==> config.mk <==
export PLATFORM = sky130hd
export DESIGN_NAME = rom_arbiter_flat
export DESIGN_NICKNAME = d
export VERILOG_FILES = /design/src/rtl/rom_arbiter_if.sv /design/src/rtl/rom_arbiter.sv /design/src/flat_wrapper.sv
export SDC_FILE = /design/constraint.sdc
export NUM_CORES = 1
export LEC_CHECK = 0
export BUFFER_PORTS_ARGS = -buffer_cell sky130_fd_sc_hd__buf_2
export CAP_MARGIN = 10
export CORE_ASPECT_RATIO = 0.9
export CORE_MARGIN = 4
export CORE_UTILIZATION = 37
export CTS_CLUSTER_DIAMETER = 150
export CTS_CLUSTER_SIZE = 12
export DETAILED_ROUTE_END_ITERATION = 12
export PLACE_DENSITY = 0.8
export SETUP_SLACK_MARGIN = 0.15
export SYNTH_ARGS = -nofsm -noshare
export SYNTH_HDL_FRONTEND = slang
export SYNTH_SLANG_ARGS = --single-unit
==> constraint.sdc <==
create_clock -name clk -period 1.5 [get_ports clk]
set_input_delay 0.15 -clock clk [delete_from_list [all_inputs] [get_ports clk]]
set_output_delay 0.15 -clock clk [all_outputs]
set_load 0.05 [all_outputs]
==> src/rtl/rom_arbiter_if.sv <==
// Bundle of both requester ports plus the ROM-side address/data of rom_arbiter.
// slave: the arbiter's view. master: the surrounding fetch/memory stages and the ROM.
// Requests are held until granted; responses are one-cycle pulses with no backpressure.
interface rom_arbiter_if #(
  parameter int AW = 10,
  parameter int DW = 32
);
  logic          req0;
  logic [AW-1:0] addr0;
  logic          gnt0;
  logic          rvalid0;
  logic [DW-1:0] rdata0;
  logic          req1;
  logic [AW-1:0] addr1;
  logic          gnt1;
  logic          rvalid1;
  logic [DW-1:0] rdata1;
  logic [AW-1:0] rom_addr;
  logic [DW-1:0] rom_dout;

  modport slave (
    input  req0, addr0, req1, addr1, rom_dout,
    output gnt0, rvalid0, rdata0, gnt1, rvalid1, rdata1, rom_addr
  );

  modport master (
    output req0, addr0, req1, addr1, rom_dout,
    input  gnt0, rvalid0, rdata0, gnt1, rvalid1, rdata1, rom_addr
  );
endinterface

==> src/rtl/rom_arbiter.sv <==
// Shares one synchronous-read ROM between fetch (port 0) and constant load (port 1).
// Latency: combinational grant, rvalid/rdata exactly one cycle after the grant.
// Backpressure: requesters hold req until granted; responses cannot be stalled.
// Optional macro ROM_ARB_HOLD_EN: per-port hold registers keep the last returned word.
module rom_arbiter #(
  parameter int AW       = 10,
  parameter int DW       = 32,
  parameter int ARB_MODE = 0,
  parameter int MAX_WAIT = 4
) (
  input logic        clk,
  input logic        rst,
  rom_arbiter_if.slave bus
);

  // Wide enough to hold MAX_WAIT; a single bit when the guard is disabled.
  localparam int WW = (MAX_WAIT < 1) ? 1 : $clog2(MAX_WAIT + 1);

  logic          gnt0;
  logic          gnt1;
  logic          any_gnt;
  logic          force1;
  logic [AW-1:0] last_addr;
  logic [AW-1:0] rom_addr;
  logic [WW-1:0] wait1;
  logic          rr_last;
  logic          tag_v;
  logic          tag_port;
  logic          rvalid0;
  logic          rvalid1;
  logic [DW-1:0] rom_word;

  assign rom_word = bus.rom_dout;
  assign any_gnt  = gnt0 | gnt1;

  // Port 1 is forced through once it has been blocked MAX_WAIT cycles in a row.
  assign force1 = (MAX_WAIT != 0) && (wait1 == WW'(MAX_WAIT));

  // Pick at most one requester per cycle; nothing is granted while in reset.
  always_comb begin
    gnt0 = 1'b0;
    gnt1 = 1'b0;
    if (!rst) begin
      if (bus.req0 && !bus.req1) begin
        gnt0 = 1'b1;
      end else if (!bus.req0 && bus.req1) begin
        gnt1 = 1'b1;
      end else if (bus.req0 && bus.req1) begin
        if (ARB_MODE == 0) begin
          if (force1) gnt1 = 1'b1;
          else        gnt0 = 1'b1;
        end else begin
          // Whichever port was not served last goes next.
          if (rr_last) gnt0 = 1'b1;
          else         gnt1 = 1'b1;
        end
      end
    end
  end

  // Steer the granted address to the ROM; park on the last address when idle.
  always_comb begin
    rom_addr = last_addr;
    if (gnt0)      rom_addr = bus.addr0;
    else if (gnt1) rom_addr = bus.addr1;
  end

  // Arbitration state: parked address, port 1 starvation count, round-robin owner.
  always_ff @(posedge clk) begin
    if (rst) begin
      last_addr <= '0;
      wait1     <= '0;
      rr_last   <= 1'b1;
    end else begin
      if (any_gnt) begin
        last_addr <= rom_addr;
        rr_last   <= gnt1;
      end
      if (bus.req1 && !gnt1) begin
        if (wait1 != WW'(MAX_WAIT)) wait1 <= wait1 + WW'(1);
      end else begin
        wait1 <= '0;
      end
    end
  end

  // Tag the in-flight read so the returning ROM word goes to its owner.
  always_ff @(posedge clk) begin
    if (rst) begin
      tag_v    <= 1'b0;
      tag_port <= 1'b0;
    end else begin
      tag_v    <= any_gnt;
      tag_port <= gnt1;
    end
  end

  assign rvalid0 = tag_v & ~tag_port;
  assign rvalid1 = tag_v &  tag_port;

`ifdef ROM_ARB_HOLD_EN
  logic [DW-1:0] hold0;
  logic [DW-1:0] hold1;

  // Capture each port's response so it stays visible while the other port reads.
  always_ff @(posedge clk) begin
    if (rst) begin
      hold0 <= '0;
      hold1 <= '0;
    end else begin
      if (rvalid0) hold0 <= rom_word;
      if (rvalid1) hold1 <= rom_word;
    end
  end

  assign bus.rdata0 = rvalid0 ? rom_word : hold0;
  assign bus.rdata1 = rvalid1 ? rom_word : hold1;
`else
  assign bus.rdata0 = rom_word;
  assign bus.rdata1 = rom_word;
`endif

  assign bus.gnt0     = gnt0;
  assign bus.gnt1     = gnt1;
  assign bus.rvalid0  = rvalid0;
  assign bus.rvalid1  = rvalid1;
  assign bus.rom_addr = rom_addr;

endmodule

==> src/flat_wrapper.sv <==
// flat-port wrapper written by rule: the top's interface ports become plain ports
module rom_arbiter_flat 
#(
  parameter int AW       = 10,
  parameter int DW       = 32,
  parameter int ARB_MODE = 0,
  parameter int MAX_WAIT = 4
)
  (clk, rst, bus_req0, bus_addr0, bus_req1, bus_addr1, bus_rom_dout, bus_gnt0, bus_rvalid0, bus_rdata0, bus_gnt1, bus_rvalid1, bus_rdata1, bus_rom_addr);
  rom_arbiter_if #(.AW(AW), .DW(DW)) bus_i ();
  input logic clk;
  input logic rst;
  input wire logic [$bits(bus_i.req0)-1:0] bus_req0;
  input wire logic [$bits(bus_i.addr0)-1:0] bus_addr0;
  input wire logic [$bits(bus_i.req1)-1:0] bus_req1;
  input wire logic [$bits(bus_i.addr1)-1:0] bus_addr1;
  input wire logic [$bits(bus_i.rom_dout)-1:0] bus_rom_dout;
  output wire logic [$bits(bus_i.gnt0)-1:0] bus_gnt0;
  output wire logic [$bits(bus_i.rvalid0)-1:0] bus_rvalid0;
  output wire logic [$bits(bus_i.rdata0)-1:0] bus_rdata0;
  output wire logic [$bits(bus_i.gnt1)-1:0] bus_gnt1;
  output wire logic [$bits(bus_i.rvalid1)-1:0] bus_rvalid1;
  output wire logic [$bits(bus_i.rdata1)-1:0] bus_rdata1;
  output wire logic [$bits(bus_i.rom_addr)-1:0] bus_rom_addr;
  assign bus_i.req0 = bus_req0;
  assign bus_i.addr0 = bus_addr0;
  assign bus_i.req1 = bus_req1;
  assign bus_i.addr1 = bus_addr1;
  assign bus_i.rom_dout = bus_rom_dout;
  assign bus_gnt0 = bus_i.gnt0;
  assign bus_rvalid0 = bus_i.rvalid0;
  assign bus_rdata0 = bus_i.rdata0;
  assign bus_gnt1 = bus_i.gnt1;
  assign bus_rvalid1 = bus_i.rvalid1;
  assign bus_rdata1 = bus_i.rdata1;
  assign bus_rom_addr = bus_i.rom_addr;
  rom_arbiter #(.AW(AW), .DW(DW), .ARB_MODE(ARB_MODE), .MAX_WAIT(MAX_WAIT)) u_core (.clk(clk), .rst(rst), .bus(bus_i));
endmodule
# After elaboration in Yosys (flattened, before gate mapping)
# Index checks and enable logic that the tools add are counted.
[totals]
ff_bits = 15
in_bits = 56
out_inout_bits = 78
word_cells = 32
[classes]
add_sub_neg = 1
eq_ne = 2
n_mux = 12
n_bitwise = 5
n_reduce_logical = 8
[op_table]
columns = ["op", "count"]
rows = [
  ["10-bit two-way mux", 2],
  ["1-bit two-way mux", 10],
  ["1-bit logical AND", 4],
  ["3-bit by 1-bit adder with 3-bit output (second input constant)", 1],
  ["3-bit == test (second input constant)", 1],
  ["1-bit zero test", 3],
  ["3-bit inequality test (second input constant)", 1],
  ["1-bit bitwise AND", 2],
  ["1-bit NOT", 2],
  ["2-bit OR reduction", 1],
  ["1-bit bitwise OR", 1],
]

# Depth between registers and ports, before layout
# Gate-level depths: netlist of the first run.
[depth]
word_depth = 10
ltp_mapped = 6
depth_no_buf = 5

# Worst setup path before layout of the first run
# OpenSTA, ideal clock, no wires.
[synth_path]
kind = "register to output"
from = "reg u_core.wait1[0]"
to = "out bus_rom_addr[0]"
arrival_ps = 1504
required_ps = 1350
path_slack_ps = -154
stages_incl_launch_ff = 7
path_buffers = 1
cell_sequence = "dfxtp_1 > inv_1 > ha_1 > a21bo_4 > buf_6 > nand4b_1 > o211ai_1"
[synth_via]
elab_chain_len = 8
word_cells_on_any_way = 13
classes_between = "1 x eq/ne; 12 x mux"
[synth_rtl]
columns = ["item", "line_no", "text"]
rows = [
  ["start, declared", "rom_arbiter.sv:25", "logic [WW-1:0] wait1;"],
  ["start signal, assigned", "rom_arbiter.sv:80", "if (wait1 != WW'(MAX_WAIT)) wait1 <= wait1 + WW'(1);"],
  ["3-bit == test *", "rom_arbiter.sv:37", "assign force1 = (MAX_WAIT != 0) && (wait1 == WW'(MAX_WAIT));"],
  ["1-bit two-way mux", "rom_arbiter.sv:50", "if (force1) gnt1 = 1'b1;"],
  ["1-bit two-way mux", "rom_arbiter.sv:48", "end else if (bus.req0 && bus.req1) begin"],
  ["1-bit two-way mux", "rom_arbiter.sv:46", "end else if (!bus.req0 && bus.req1) begin"],
  ["1-bit two-way mux", "rom_arbiter.sv:44", "if (bus.req0 && !bus.req1) begin"],
  ["1-bit two-way mux", "rom_arbiter.sv:43", "if (!rst) begin"],
  ["10-bit two-way mux", "rom_arbiter.sv:65", "else if (gnt1) rom_addr = bus.addr1;"],
  ["10-bit two-way mux *", "rom_arbiter.sv:64", "if (gnt0) rom_addr = bus.addr0;"],
  ["end, declared", "flat_wrapper.sv:24", "output wire logic [$bits(bus_i.rom_addr)-1:0] bus_rom_addr;"],
]
# Every way passes the cells marked *; elsewhere a longest branch is shown, timed or not.

# Worst setup path in the final report of the first run
[layout_path]
from = "reg u_core.wait1[0]"
to = "out bus_rom_addr[6]"
# The elaborated chain is that of the path after synthesis.

==> results of run 1 <==
[stage by stage]
| stage | std cells | total power [mW] | hold slack [ns] |
|---|---|---|---|
| 2_1_floorplan | 168 | 1.17 | 0.339 |
| 3_3_place_gp | 191 | 0.798 | 0.300 |
| 3_5_place_dp | 191 | 0.802 | 0.300 |
| 4_1_cts | 209 | 1.19 | 0.197 |
| 5_1_grt | 209 | 1.24 | 0.208 |
| 6_report | 209 | 1.18 | 0.203 |
[cell families after synthesis]
logic type      count (synthesis)  share of synthesized area (%)
fa+ha+maj                       2                           1.73
mux                             1                          0.691
flops                          15                           20.7
simple gates                   43                           19.1
compound gates                 22                           17.2
buf+inv                        85                           40.5
[worst min-delay path, cell delays in order]
cell      delay (ns)
buf_2           0.10
nand3_2         0.07
a311oi_2        0.09
[where the power goes]
group / total (mW) / switching, mW / internal, mW
sequential: 0.438 / 0.0126 / 0.425
clock: 0.339 / 0.155 / 0.184
combinational: 0.403 / 0.245 / 0.159
[cells in the mapped netlist]
cell type,count,area (um2)
nor2b_4,2,27.5
nor2b_1,1,6.26
and2_1,2,12.5
dfxtp_1,15,300
mux2i_1,1,10.0
buf_6,2,22.5
and3b_1,2,17.5
nor2_1,12,45.0
buf_2,4,20.0
a311oi_2,10,150
a21bo_4,1,16.3
ha_1,2,25.0
or2_1,1,6.26
clkbuf_1,1,3.75
nand2_1,1,3.75
nand3_2,1,10.0
buf_4,66,495
o211ai_1,10,75.1
nand3_1,10,50.1
inv_1,12,45.0
nand4b_1,10,87.6
a211oi_1,1,7.51
nor4bb_1,1,10.0
[what timing repair did]
item / CTS / global route
hold buffers: 0 / 0
pin swaps: 12 / 8
setup buffers: 13 / 0
gates cloned: 1 / 0
gates resized for setup: 25 / 2
setup endpoints to repair: 17 / 21
[metal layers]
layer  wire length [um]  up-vias  share of wire [%]
li1                   -      508                  -
met1               1310      489                 41
met2               1570       30                 49
met3                212       13                6.6
met4                108        0                3.4
met5                  0        -                  0
[worst max path at each step]
stage,slack (ns),cells past startpoint,endpoint,start
6_report,-0.16,6,bus_rom_addr[6],u_core.wait1[0]$_SDFFE_PP0P_
5_1_grt,-0.24,7,bus_rom_addr[1],u_core.wait1[0]$_SDFFE_PP0P_
4_1_cts,-0.18,6,bus_rom_addr[6],u_core.wait1[0]$_SDFFE_PP0P_
3_5_place_dp,0.005,6,bus_rom_addr[4],u_core.wait1[1]$_SDFFE_PP0P_
3_3_place_gp,0.04,7,bus_rom_addr[2],u_core.wait1[1]$_SDFFE_PP0P_
2_1_floorplan,-0.09,4,bus_rom_addr[9],bus_req0
[flip-flops by register name, summed over array words and instances (netlist names)]
register          flops
u_core.last_addr     10
u_core.wait1          3
u_core.tag_port       1
u_core.tag_v          1
[final cells by class]
class / count / area (um2) / share of cell area (%)
clock buffers: 3 / 41.3 / 2.74
multi-input cells: 69 / 617 / 41.0
clock inverters: 1 / 5.00 / 0.333
well taps: 46 / 57.6 / 3.82
repair buffers: 63 / 437 / 29.0
inverters: 12 / 45.0 / 2.99
flip-flops and latches: 15 / 303 / 20.1
==> impl_metrics.env, run 1 <==
export IMPL_outcome="complete, but fails checks"
export IMPL_violations="negative setup slack"
export IMPL_clock_skew_ns=0.00486
export IMPL_gr_max_usage_layer="met2"
export IMPL_clk_latency_ns=0.25
export IMPL_layout_commonest_cell="buf_4"
export IMPL_clk_pin_slew_ns=0.07
export IMPL_setup_violations=14
export IMPL_worstSetupPathType="reg2out"
export IMPL_tightest_slew_ns=0.622
export IMPL_layout_drive_gt1_share_pct=57.7
export IMPL_rsz0062_at_grt="yes"
export IMPL_layout_common_cells="buf_4 (31), buf_2 (25), dfxtp_1 (13)"
export IMPL_dpl_cell_area_um2=1260
export IMPL_drc_errors=0
export IMPL_ant_nets=0
export IMPL_r2r_cells=9
export IMPL_syn_inst=168
export IMPL_fin_util_pct=40.1
export IMPL_final_nets=222
export IMPL_drt_iter0_drc=29
export IMPL_drt_pass1_iter_count=4
export IMPL_holdPathStages=3
export IMPL_hold_viol_final=0
export IMPL_rows=21
export IMPL_final_max_slew_viol_count=0
export IMPL_pre_cts_slack_ns=0.00463
export IMPL_ys_seq_area_share_pct=20.7
export IMPL_ys_types=23
export IMPL_crit_fanout=7
export IMPL_htree_levels=1
export IMPL_hp_class="in2reg"
export IMPL_finalCriticalPeriod_ns=1.66
export IMPL_avgSynthCellArea_um2=8.62
export IMPL_slew_headroom_pct=58.4
export IMPL_clockBufferDepth=2
export IMPL_dieArea_um2=4980
export IMPL_dp_hpwl_um=2110
export IMPL_setup_worst_path_end_class="output pin"
export IMPL_required_ns=1.35
export IMPL_syn2layout_area_growth_pct=3.98
export IMPL_routed_wl_um=3200
export IMPL_min_delay_start="bus_addr0[4]"
export IMPL_cp_arrival_ns=1.51
export IMPL_synth_nets=226
export IMPL_clockRootBuffer="clkbuf_8"
export IMPL_grt_usage_pct=13.6
export IMPL_initial_core_util_pct=38.5
export IMPL_final_cell_area_um2=1510
export IMPL_fin_crit_sh_pct=111
export IMPL_gr_usage_met3_pct=2.38
export IMPL_portBuffers=37
export IMPL_fmax_mhz=601
export IMPL_die_height_um=67.3
export IMPL_met1_usage_pct=15.9
export IMPL_fin_ws_ns=-0.164
export IMPL_gp_congestion=0.794
export IMPL_max_cap_violations=0
export IMPL_vias=1040
export IMPL_netlist_area_um2=1450
export IMPL_grt_pass1_wl_um=5090
export IMPL_crit_slowest_cell="dfxtp_2"
export IMPL_fillCellCount=391
export IMPL_grt_pass1_vias=1092
export IMPL_reg2reg_to="u_core.last_addr[5]$_SDFFE_PP0P_"
export IMPL_antenna_found_initial=0
export IMPL_power_leakage_nw=0.651
export IMPL_cts_tree="done"
export IMPL_r2r_setup_slack_ns=-0.13
export IMPL_critPathMaxStageDelay_ns=0.34
export IMPL_timing_rr_start="u_core.wait1[0]$_SDFFE_PP0P_"
export IMPL_fp_dieW_um=73.9
export IMPL_cts_sinks=15
export IMPL_ys_ff_latch=15
export IMPL_overflow=0
export IMPL_holdPathEnd="u_core.last_addr[4]$_SDFFE_PP0P_"
export IMPL_core_area_um2=3760
export IMPL_wl_per_cell_um=15.3
export IMPL_peakVddDrop_mv=0.273
export IMPL_tns_ns=-1.68
export IMPL_yosys_warnings=0
export IMPL_cts_inserted_buffers=3
export IMPL_met2_usage_pct=23.0
export IMPL_path_cells="inv_2 -> ha_4 -> a21bo_4 -> nand4b_1 -> o211ai_1 -> buf_4"
export IMPL_crit_family="compound AO/OA/AOI/OAI gates"
export IMPL_cp_start_kind="flop"
export IMPL_crit_buf_inv=2
export IMPL_grt_max_degree=22
export IMPL_via_per_inst=4.98
export IMPL_power_density_nw_per_um2=784
export IMPL_ios=134
export IMPL_antenna_diode_count=0
(Power assumes the default switching activity.)
==> run 2, diff against run 1 <==
--- a/config.mk
+++ b/config.mk
@@ -5,15 +5,16 @@
 export SDC_FILE = /design/constraint.sdc
 export NUM_CORES = 1
 export LEC_CHECK = 0
+export ABC_AREA = 1
 export BUFFER_PORTS_ARGS = -buffer_cell sky130_fd_sc_hd__buf_2
 export CAP_MARGIN = 10
 export CORE_ASPECT_RATIO = 0.9
 export CORE_MARGIN = 4
-export CORE_UTILIZATION = 37
+export CORE_UTILIZATION = 36
 export CTS_CLUSTER_DIAMETER = 150
 export CTS_CLUSTER_SIZE = 12
 export DETAILED_ROUTE_END_ITERATION = 12
-export PLACE_DENSITY = 0.8
+export PLACE_DENSITY = 0.81
 export SETUP_SLACK_MARGIN = 0.15
 export SYNTH_ARGS = -nofsm -noshare
 export SYNTH_HDL_FRONTEND = slang
==> run 2 against run 1 <==
  * Power up 3.2%
  * Global-route usage is 0.49 points lower
  * Area after synthesis shrank 9.2%
  * Non-clock buffer count down 6
  * The run still ends with negative setup slack left
  * Combinational power is 12% higher
  * Critical path type unchanged
  * Final area is 8.0% higher
==> impl_metrics.env, run 2 <==
export IMPL_hold_ws_ns=0.268
export IMPL_async_reset_ff_share_pct=0
export IMPL_top_register="u_core.last_addr"
export IMPL_ant_nets=0
export IMPL_syn_inst=179
export IMPL_antenna_diode_count=0
export IMPL_met2_usage_pct=21.7
export IMPL_outcome="complete, but fails checks"
export IMPL_power_leakage_nw=0.838
export IMPL_synth_commonest_cells="buf_4 (68), nand3_1 (31), inv_1 (22)"
export IMPL_ff_latch_area_um2=303
export IMPL_syn2layout_area_growth_pct=23.7
export IMPL_clock_skew_ns=0.00171
export IMPL_synth_most_common_cell="buf_4"
export IMPL_portBuffers=37
export IMPL_gr_max_usage_layer="met2"
export IMPL_dieArea_um2=4680
export IMPL_tightest_slew_ns=0.388
export IMPL_setup_worst_path_end_class="output pin"
export IMPL_grt_pass1_wl_um=4800
export IMPL_grt_usage_pct=13.2
export IMPL_gp_congestion=0.739
export IMPL_power_density_nw_per_um2=750
export IMPL_setup_violations=12
export IMPL_final_cells=213
export IMPL_synth_nets=237
export IMPL_clk_latency_ns=0.25
export IMPL_drt_iter0_drc=32
export IMPL_final_cell_area_um2=1630
export IMPL_final_nets=228
export IMPL_layout_common_cells="buf_2 (25), inv_1 (18), nand3_4 (15)"
export IMPL_cts_hold_buf=0
export IMPL_reg_top3="u_core.last_addr (10), u_core.wait1 (3)"
export IMPL_violations="negative setup slack"
export IMPL_drt_pass1_iter_count=4
export IMPL_cts_sinks=15
export IMPL_finalCriticalPeriod_ns=1.58
export IMPL_htree_levels=1
export IMPL_ys_types=14
export IMPL_ios=134
export IMPL_synth_area_leader_cell="buf_4"
export IMPL_ys_ff_latch=15
export IMPL_ys_seq_area_share_pct=22.9
export IMPL_fin_crit_sh_pct=105
export IMPL_clockRootBuffer="clkbuf_8"
export IMPL_yosysTopAreaCellShare_pct=38.9
export IMPL_synthTopCellsByArea="buf_4 (39%), dfxtp_1 (23%), nand3_1 (12%)"
export IMPL_required_ns=1.35
export IMPL_max_cap_violations=0
export IMPL_dpl_cell_area_um2=1200
export IMPL_wl_per_cell_um=14.1
export IMPL_netlist_area_um2=1310
export IMPL_cts_inserted_buffers=3
export IMPL_grt_pass1_vias=1024
export IMPL_synth_ff_type="dfxtp_1"
export IMPL_peakVddDrop_mv=0.445
export IMPL_grt_max_degree=13
export IMPL_crit_fanout=7
export IMPL_via_per_inst=4.54
export IMPL_vias=966
export IMPL_layout_commonest_cell="buf_2"
export IMPL_cts_tree="done"
export IMPL_place_inst=196
export IMPL_routed_wl_um=3000
export IMPL_dp_hpwl_um=1980
export IMPL_finalPower_mw=1.22
export IMPL_cp_arrival_ns=1.43
export IMPL_clk_pin_slew_ns=0.06
export IMPL_worstSetupPathType="reg2out"
export IMPL_clockBufferDepth=2
export IMPL_cp_start_kind="flop"
export IMPL_met1_usage_pct=14.8
export IMPL_pre_cts_slack_ns=-0.00574
export IMPL_die_height_um=65.3
export IMPL_yosys_warnings=0
export IMPL_antenna_found_initial=0
export IMPL_avgSynthCellArea_um2=7.34
export IMPL_rsz0062_at_grt="yes"
export IMPL_slew_headroom_pct=74.1
export IMPL_largest_register_ffs=10
export IMPL_overflow=0
export IMPL_initial_core_util_pct=38.0
export IMPL_fmax_mhz=634
export IMPL_fin_ws_ns=-0.0772
export IMPL_fillCellCount=330
export IMPL_synth_edff_count=0
export IMPL_core_area_um2=3450
export IMPL_hold_viol_final=0
export IMPL_fp_dieW_um=71.7
export IMPL_multi_input_area_um2=648
export IMPL_final_max_slew_viol_count=0
export IMPL_gr_usage_met3_pct=3.52
export IMPL_hp_class="in2reg"
export IMPL_rows=20
export IMPL_drc_errors=0
export IMPL_layout_drive_gt1_share_pct=60.9
==> run 2: path summary, 6_finish.rpt <==
check	from	to	slack, ns	cells past startpoint
hold / removal	bus_addr0[4]	u_core.last_addr[4]$_SDFFE_PP0P_	0.27	5
setup reg to reg	u_core.wait1[0]$_SDFFE_PP0P_	u_core.last_addr[2]$_SDFFE_PP0P_	0.05	11
setup / recovery	u_core.wait1[0]$_SDFFE_PP0P_	bus_rom_addr[0]	-0.08	8
hold reg to reg	u_core.wait1[0]$_SDFFE_PP0P_	u_core.wait1[0]$_SDFFE_PP0P_	0.43	1
==> run 2: routing by layer <==
layer | vias to the layer above | part of all wire, %
met5 | - | 0
met4 | 0 | 5.3
met3 | 29 | 7.6
met2 | 34 | 48
met1 | 433 | 39
li1 | 470 | -
==> run 2: cell type report <==
| class | count | area share, % |
|---|---|---|
| inverter | 22 | 5.31 |
| sequential | 15 | 18.6 |
| clock buffer | 3 | 2.54 |
| multi-input combinational | 71 | 39.9 |
| timing repair buffer | 57 | 29.9 |
| clock inverter | 1 | 0.308 |
| tap | 44 | 3.39 |
==> run 2: cell families (layout without fill, tap and decap cells) <==
family	count (synthesis)	in the layout	synth area share, %
AOI/OAI and AO/OA	1	1	0.381
xor gates and xnor gates	1	1	0.667
adders and majority gates	2	2	1.90
buffers and inverters	93	83	46.8
DFF	15	15	22.9
and+or+nand+nor	67	67	27.4
==> run 2: power by group <==
part | internal (mW) | total [mW] | switching, mW | leakage, nW
Combinational | 0.196 | 0.451 | 0.255 | 0.688
Sequential | 0.419 | 0.426 | 0.00675 | 0.124
Clock | 0.185 | 0.342 | 0.157 | 0.0255
Total | 0.799 | 1.22 | 0.419 | 0.838
==> run 2: through the flow <==
step                utilization [%]  setup TNS, ns
floorplan                         -              0
global placement               34.9              0
detailed placement             34.9       -0.00574
CTS                            43.9         -0.559
global route                   47.1          -1.37
finish                         47.1         -0.618
==> run 2: repair_timing <==
item / in CTS / in global routing
endpoints found under the setup margin: 12 / 17
pin swaps: 3 / 5
resized for setup: 57 / 14
gates cloned: 0 / 0
buffers inserted: 6 / 7
==> run 2: worst max-delay path, stage by stage (launching register included) <==
cell,delay (ns)
dfxtp_2,0.34
inv_2,0.05
ha_4,0.17
nand2_4,0.09
nand2_8,0.08
buf_12,0.15
nand3_4,0.06
nand3_4,0.07
buf_8,0.16
==> run 3, diff against run 2 <==
--- a/config.mk
+++ b/config.mk
@@ -8,7 +8,6 @@
 export ABC_AREA = 1
 export BUFFER_PORTS_ARGS = -buffer_cell sky130_fd_sc_hd__buf_2
 export CAP_MARGIN = 10
-export CORE_ASPECT_RATIO = 0.9
 export CORE_MARGIN = 4
 export CORE_UTILIZATION = 36
 export CTS_CLUSTER_DIAMETER = 150
==> run 3 against run 2 <==
  * The run still ends with negative setup slack left
  * Largest power group is now sequential cells
  * Setup slack improved by 0.031 ns
  * Non-clock buffer count decreased by 2
  * Fmax grew 2.0%
  * Die area barely moved
==> impl_metrics.env, run 3 (synthesized netlist as in run 2, its figures left out) <==
export IMPL_slew_headroom_pct=73.9
export IMPL_timing_rr_start="u_core.wait1[1]$_SDFFE_PP0P_"
export IMPL_hold_viol_final=0
export IMPL_via_per_inst=4.50
export IMPL_vias=958
export IMPL_grt_pass1_vias=1027
export IMPL_antenna_found_initial=0
export IMPL_clock_skew_ns=0.00405
export IMPL_multi_input_area_um2=652
export IMPL_grt_pass1_wl_um=4710
export IMPL_cts_sinks=15
export IMPL_layout_drive_gt1_share_pct=61.1
export IMPL_r2r_setup_slack_ns=0.09
export IMPL_r2r_cells=11
export IMPL_cts_tree="done"
export IMPL_violations="negative setup slack"
export IMPL_max_cap_violations=0
export IMPL_clockBufferDepth=2
export IMPL_initial_core_util_pct=38.2
export IMPL_clockRootBuffer="clkbuf_8"
export IMPL_required_ns=1.35
export IMPL_pre_cts_slack_ns=0.0217
export IMPL_reg_top3="u_core.last_addr (10), u_core.wait1 (3)"
export IMPL_outcome="complete, but fails checks"
export IMPL_rows=21
export IMPL_cts_inserted_buffers=3
export IMPL_layout_commonest_cell="buf_2"
export IMPL_routed_wl_um=2830
export IMPL_drc_errors=0
export IMPL_core_area_um2=3440
export IMPL_setup_violations=12
export IMPL_layout_common_cells="buf_2 (25), inv_1 (18), nand3_4 (17)"
export IMPL_ff_latch_area_um2=303
export IMPL_grt_usage_pct=13.7
export IMPL_crit_fanout=6
export IMPL_dpl_cell_area_um2=1230
export IMPL_largest_register_ffs=10
export IMPL_power_leakage_nw=0.813
export IMPL_endpoint="bus_rom_addr[7]"
export IMPL_syn2layout_area_growth_pct=21.3
export IMPL_final_cell_area_um2=1590
export IMPL_dieArea_um2=4680
export IMPL_fin_util_pct=46.3
export IMPL_antenna_diode_count=0
export IMPL_dp_hpwl_um=2080
export IMPL_clk_pin_slew_ns=0.07
export IMPL_gp_congestion=0.729
export IMPL_final_max_slew_viol_count=0
export IMPL_overflow=0
export IMPL_hp_class="in2reg"
export IMPL_portBuffers=37
export IMPL_grt_max_degree=13
export IMPL_finalCriticalPeriod_ns=1.55
export IMPL_clk_latency_ns=0.25
export IMPL_cp_start_kind="flop"
export IMPL_cts_hold_buf=0
export IMPL_wl_per_cell_um=13.3
export IMPL_peakVddDrop_mv=0.396
export IMPL_cp_arrival_ns=1.40
export IMPL_ios=134
export IMPL_fin_crit_sh_pct=103
export IMPL_final_nets=226
export IMPL_tns_ns=-0.383
export IMPL_power_density_nw_per_um2=746
export IMPL_tightest_slew_ns=0.390
export IMPL_drt_iter0_drc=19
export IMPL_rsz0062_at_grt="yes"
export IMPL_hold_ws_ns=0.249
export IMPL_die_height_um=68.4
export IMPL_min_delay_start="bus_addr0[9]"
export IMPL_top_register="u_core.last_addr"
export IMPL_fillCellCount=332
export IMPL_htree_levels=1
export IMPL_ant_nets=0
export IMPL_fp_dieW_um=68.4
export IMPL_setup_worst_path_end_class="output pin"
export IMPL_reg2reg_to="u_core.last_addr[0]$_SDFFE_PP0P_"
export IMPL_drt_pass1_iter_count=4
export IMPL_worstSetupPathType="reg2out"
export IMPL_fmax_mhz=647
export IMPL_fin_ws_ns=-0.0465
export IMPL_setup_worst_path_start="u_core.wait1[1]$_SDFFE_PP0P_"
==> run 3: worst min-delay path by stage <==
stage | slack, ns | cells after the start | end
finish | 0.25 | 5 | u_core.last_addr[9]$_SDFFE_PP0P_
global route | 0.26 | 5 | u_core.last_addr[9]$_SDFFE_PP0P_
CTS | 0.24 | 5 | u_core.last_addr[9]$_SDFFE_PP0P_
detailed placement | 0.30 | 0 | bus_rdata0[12]
global placement | 0.30 | 0 | bus_rdata0[12]
floorplan | 0.42 | 1 | u_core.wait1[0]$_SDFFE_PP0P_
==> run 3: final cells by class <==
cell class	count	share of cell area, %
Clock buffer	3	2.59
Clock inverter	1	0.314
Inverter	22	5.42
Multi-Input combinational cell	71	40.9
Sequential cell	15	19.0
Tap cell	46	3.61
Timing Repair Buffer	55	28.2
==> run 3: metrics by stage <==
stage	instances	power, mW
floorplan	179	1.12
global placement	201	0.753
detailed placement	201	0.756
CTS	212	1.20
global route	213	1.26
finish	213	1.19
==> run 3: power breakdown <==
part / internal (mW) / switching (mW)
registers: 0.419 / 0.00655
clock network: 0.184 / 0.155
logic: 0.176 / 0.249
total: 0.779 / 0.410
==> run 3: worst max-delay path: stages (launching register included) <==
cell,delay (ns)
dfxtp_2,0.32
inv_2,0.07
ha_4,0.15
nand2_4,0.06
nand2_4,0.10
buf_12,0.14
nand3_4,0.07
nand3_4,0.07
buf_8,0.15
==> run 3: repair_timing <==
item	4_1_cts	5_1_grt
endpoints found under the setup margin	12	16
setup buffers	7	1
gates resized for setup	63	3
pin swaps	3	2
==> run 3: routing by layer <==
layer  GRT usage [%]  part of all wire, %  routed length (um)
met3            4.76                  8.8                 248
met1            13.6                   35                 988
met4            7.94                  2.0                  57
met5               0                    0                   0
met2            24.3                   54                1540
